**src/rtl/register_file.sv**
```systemverilog
// register_file: 2**N_B x B register file with two registered read ports, write-first bypass
// and a per-register pending scoreboard that stalls reads until the register is rewritten.
module register_file #(
    parameter int B        = 8,
    parameter int N_B      = 4,
    parameter int ZERO_REG = 0
) (
    input  logic           clock,
    input  logic           reset,
    input  logic [B-1:0]   z_in,
    input  logic           z_enb,
    input  logic [N_B-1:0] z_sel,
    input  logic           x_enb,
    input  logic [N_B-1:0] x_sel,
    input  logic           y_enb,
    input  logic [N_B-1:0] y_sel,
    input  logic           lock_enb,
    input  logic [N_B-1:0] lock_sel,
    output logic [B-1:0]   x_out,
    output logic [B-1:0]   y_out,
    output logic           x_stall,
    output logic           y_stall
);
    localparam int N = 2**N_B;

    logic [B-1:0] r [N];
    logic [N-1:0] pend;
    logic         z_ok, lock_ok;
    logic [B-1:0] x_rd, y_rd;

    // With ZERO_REG, index 0 never takes data or a lock, so it reads 0 and never stalls.
    always_comb begin
        z_ok    = z_enb && !(ZERO_REG != 0 && z_sel == '0);
        lock_ok = lock_enb && !(ZERO_REG != 0 && lock_sel == '0);
        x_stall = x_enb && pend[x_sel] && !(z_enb && z_sel == x_sel);
        y_stall = y_enb && pend[y_sel] && !(z_enb && z_sel == y_sel);
        x_rd    = (z_ok && z_sel == x_sel) ? z_in : r[x_sel];
        y_rd    = (z_ok && z_sel == y_sel) ? z_in : r[y_sel];
    end

    always_ff @(posedge clock or negedge reset) begin
        if (!reset) begin
            for (int i = 0; i < N; i++) r[i] <= '0;
            pend  <= '0;
            x_out <= '0;
            y_out <= '0;
        end else begin
            if (z_ok) begin
                r[z_sel]    <= z_in;
                pend[z_sel] <= 1'b0;
            end
            if (lock_ok) pend[lock_sel] <= 1'b1;
            if (x_enb && !x_stall) x_out <= x_rd;
            if (y_enb && !y_stall) y_out <= y_rd;
        end
    end
endmodule

```
**config.mk**
```make
export PLATFORM = sky130hd
export DESIGN_NAME = register_file
export DESIGN_NICKNAME = d
export VERILOG_FILES = /design/src/rtl/register_file.sv
export SDC_FILE = /design/constraint.sdc
export NUM_CORES = 1
export LEC_CHECK = 0
export CAP_MARGIN = 0
export CORE_UTILIZATION = 30
export CTS_BUF_LIST = sky130_fd_sc_hd__clkbuf_4
export CTS_CLUSTER_SIZE = 28
export DETAILED_ROUTE_END_ITERATION = 8
export PLACE_DENSITY = 0.48
export SLEW_MARGIN = 30
export SYNTH_ARGS = -nofsm -noshare
export SYNTH_HDL_FRONTEND = slang
export SYNTH_SLANG_ARGS = --single-unit
```
**constraint.sdc**
```tcl
create_clock -name clock -period 3.6 [get_ports clock]
set_input_delay 0.54 -clock clock [delete_from_list [all_inputs] [get_ports clock]]
set_output_delay 0.54 -clock clock [all_outputs]
set_load 0.03 [all_outputs]
```
==> results of run 1 <==
==> timing repair <==
action | 4_1_cts | 5_1_grt
hold endpoints to repair | 52 | 0
buffers inserted | 0 | 0
hold buffers | 1 | 0
==> cell usage after synthesis, types with 2 or more instances <==
cell      count
a22o_1       14
o31ai_1       4
and2_1        4
or3_1         2
nor2b_1       7
nand3_1       4
a21oi_1       2
a221o_1      16
nand2b_1      9
inv_1         2
mux2_2      122
nor2_1       15
mux2i_1       2
nand2_1      16
clkbuf_1     32
mux4_2       70
o21ai_0      20
buf_2         6
a211oi_1      2
a221oi_1     14
dfrtp_1     160
nor3_1       16
and3_1        2
mux2_1       10
mux2i_4       3
nand3b_1      5
xor2_1        6
buf_6         6
xnor2_1       2
o221ai_1      2
buf_1         5
==> sequential cells by signal, indices dropped and copies added (netlist names) <==
| register | cells |
|---|---|
| r | 128 |
| y_out | 8 |
| pend | 16 |
| x_out | 8 |
==> area by class of cell <==
type,instances,area [um2]
Inverter,2,7.507
Timing Repair Buffer,75,689.4
Clock buffer,17,127.6
Multi-Input combinational cell,377,4268
Tap cell,378,473.0
Antenna cell,1,2.502
Fill cell,2668,18120
Clock inverter,15,168.9
Sequential cell,160,4004
==> worst max-delay path by stage <==
stage	cells past startpoint	start	slack, ns	endpoint
after floorplan	7	y_sel[0]	1.12	y_stall
after detailed placement	6	y_sel[2]	0.21	y_stall
final	6	y_sel[2]	0.25	y_stall
after global placement	6	y_sel[2]	0.28	y_stall
after global routing	6	y_sel[2]	0.15	y_stall
after CTS	6	y_sel[2]	0.21	y_stall
==> cell families (layout without fill, tap and decap cells) <==
logic type | Yosys count | after routing | synth area share, %
and+or+nand+nor | 83 | 83 | 5.006
other | 0 | 1 | 0
buffers and inverters | 52 | 109 | 2.951
muxes | 207 | 207 | 36.96
AOI/OAI and AO/OA | 79 | 79 | 7.281
xor gates and xnor gates | 8 | 8 | 0.8221
DFF | 160 | 160 | 46.98
==> critical path, stage by stage <==
cell and delay (ns):
clkdlybuf4s50_1 0.71, mux4_2 0.31, mux2i_4 0.08, mux2i_4 0.15, nor2b_1 0.28, clkdlybuf4s50_1 0.73
==> per-layer routing <==
metal	track usage, %	vias to the layer above	routed length, um
li1	-	2398	-
met1	25.45	3008	11310
met5	0	-	0
met3	2.383	25	954
met2	29.35	125	11910
met4	5.445	0	323
==> through the flow <==
stage,std cells,hold slack (ns)
2_1_floorplan,589,0.2444
3_3_place_gp,991,0.4881
3_5_place_dp,991,0.4996
4_1_cts,1024,0.5288
5_1_grt,1025,0.5470
6_report,1025,0.5304
==> power by group through the flow <==
| stage | clock network [mW] | logic, mW | registers (mW) |
|---|---|---|---|
| 6_report | 1.14 | 1.58 | 2.56 |
| 4_1_cts | 1.18 | 1.59 | 2.55 |
| 5_1_grt | 1.25 | 1.69 | 2.62 |
| 3_3_place_gp | 0 | 1.56 | 2.55 |
| 2_1_floorplan | 0 | 0.993 | 2.61 |
| 3_5_place_dp | 0 | 1.59 | 2.59 |
==> summary.txt, run 1 <==
Run status: complete, no violations
RR Startpoint: pend[15]
Pre-CTS setup slack: 0.2055 ns
Setup_tns: 0 ns
Overflow after GRT: 0
Mean post-synth cell area: 14.47 um2
Top post-synthesis cells by area: dfrtp_1 (47%), mux4_2 (18%), mux2_2 (16%)
DRC viols: 0
Final core utilization: 34.97%
Main flop type after synthesis: dfrtp_1
EDFF count, synth: 0
WHS Path Cells: 1
Ys Warns: 0
Crit path max fanout: 9
Slew @ Worst Pin: 0.7903 ns
TritonCTS Buffers: 17
Tot GR Track Use: 18.19%
DR pass1 iterations: 4
Ratio of cells with drive above 1 in the final layout: 39.94%
Hold path start: y_out[0]
Final Cell Area: 9741 um2
Die area: 29090 um2
Sw Ratio: 31.76%
Area after DPL: 9432 um2
Worst Hold End: y_out[0]
Synthesized cell area: 8523 um2
Clock transition at path regs: 0.13 ns
Max IR drop VDD: 206.0 uV
Commonest non-fill, non-tap cells in the layout: dfrtp_1 (160), mux2_2 (122), mux4_2 (70)
Worst-skew pair later-pin latency: 0.57 ns
Reg2reg end: y_out[3]
Final setup fails: 0
Async SR Flop Fraction: 100.0%
Total Power: 5.277 mW
Clk_skew: 0.01891 ns
Avg WL per Cell: 23.90 um
Initial DRC Count: 306
# rows: 61
Mapped Cells: 589
CTS tree: built
Syn Nets: 619
Die H: 170.6 um
Final #Nets: 663
Post-CTS sizing: 0
Reg2reg path depth: 6
Unrepaired setup endpoints after global routing: no
Crit path time final: 3.348 ns
IO Count: 48
Internal: 3.601 mW
Vias in the first global route: 5936
Via density: 5.420
Final WS setup: 0.2517 ns
Dpl hpwl: 17050 um
Slew Limit Fails: 0
Startpoint types: primary input
First-pass GRT wire length: 38300 um
Power per cell area: 541.8 nW/um2
Commonest non-fill, non-tap cell in the layout: dfrtp_1
Share of total power in the clock network: 21.7%
Sequential Power Share: 48.4%
Final wirelength: 24500 um
Hold Vio Cnt, Final: 0
Crit Path Class: primary input to primary output
Area delta synth->final: 14.28%
H-tree lvl count: 4
Antenna violations before repair: 1
Top-area cell type share of the netlist area: 46.98%
Largest net degree at the start of global routing: 72
Top cell type by total area after synthesis: dfrtp_1
F_max: 298.7 MHz
Crit path required time: 3.06 ns
Max_slew headroom: 47.12%
CP Capture Type: primary output
Hold WC Path Type: flop to flop
Core Region: 27860 um2
Detail Route Antenna Nets: 0
Clock root cell: clkbuf_4
Routed vias: 5556
Worst EP arrival: 2.81 ns
Max-cap viol count: 0
GPL Wtd Cong: 0.8702
Chip width: 170.6 um
Post-synthesis sequential area ratio: 46.98%
Crit share post-route: 93.01%
Worst R2R Setup Slack: 1.38 ns
Static Leak: 3.865 nW
Net Sw Power: 1.676 mW
Netlist cell types: 40
Initial Utilization: 30.60%
CTS Buffer Depth: 2
Clk sink count: 160
Logic pwr share: 29.9%
PortBufs: 47
Yosys reg bits: 160
No activity file was read; power rests on OpenSTA's default activity.
==> run 2, diff against run 1 <==
--- a/config.mk
+++ b/config.mk
@@ -10,6 +10,7 @@
 export CTS_BUF_LIST = sky130_fd_sc_hd__clkbuf_4
 export CTS_CLUSTER_SIZE = 28
 export DETAILED_ROUTE_END_ITERATION = 8
+export HOLD_SLACK_MARGIN = 0.15
 export PLACE_DENSITY = 0.48
 export SLEW_MARGIN = 30
 export SYNTH_ARGS = -nofsm -noshare
==> results of run 2 <==
No change in the layout: final DEF, timing and power equal those of run 1.
==> run 3, diff against run 2 <==
--- a/config.mk
+++ b/config.mk
@@ -8,6 +8,7 @@
 export CAP_MARGIN = 0
 export CORE_UTILIZATION = 30
 export CTS_BUF_LIST = sky130_fd_sc_hd__clkbuf_4
+export CTS_CLUSTER_DIAMETER = 100
 export CTS_CLUSTER_SIZE = 28
 export DETAILED_ROUTE_END_ITERATION = 8
 export HOLD_SLACK_MARGIN = 0.15
==> results of run 3 <==
No change in the layout: final DEF, timing and power equal those of run 1.
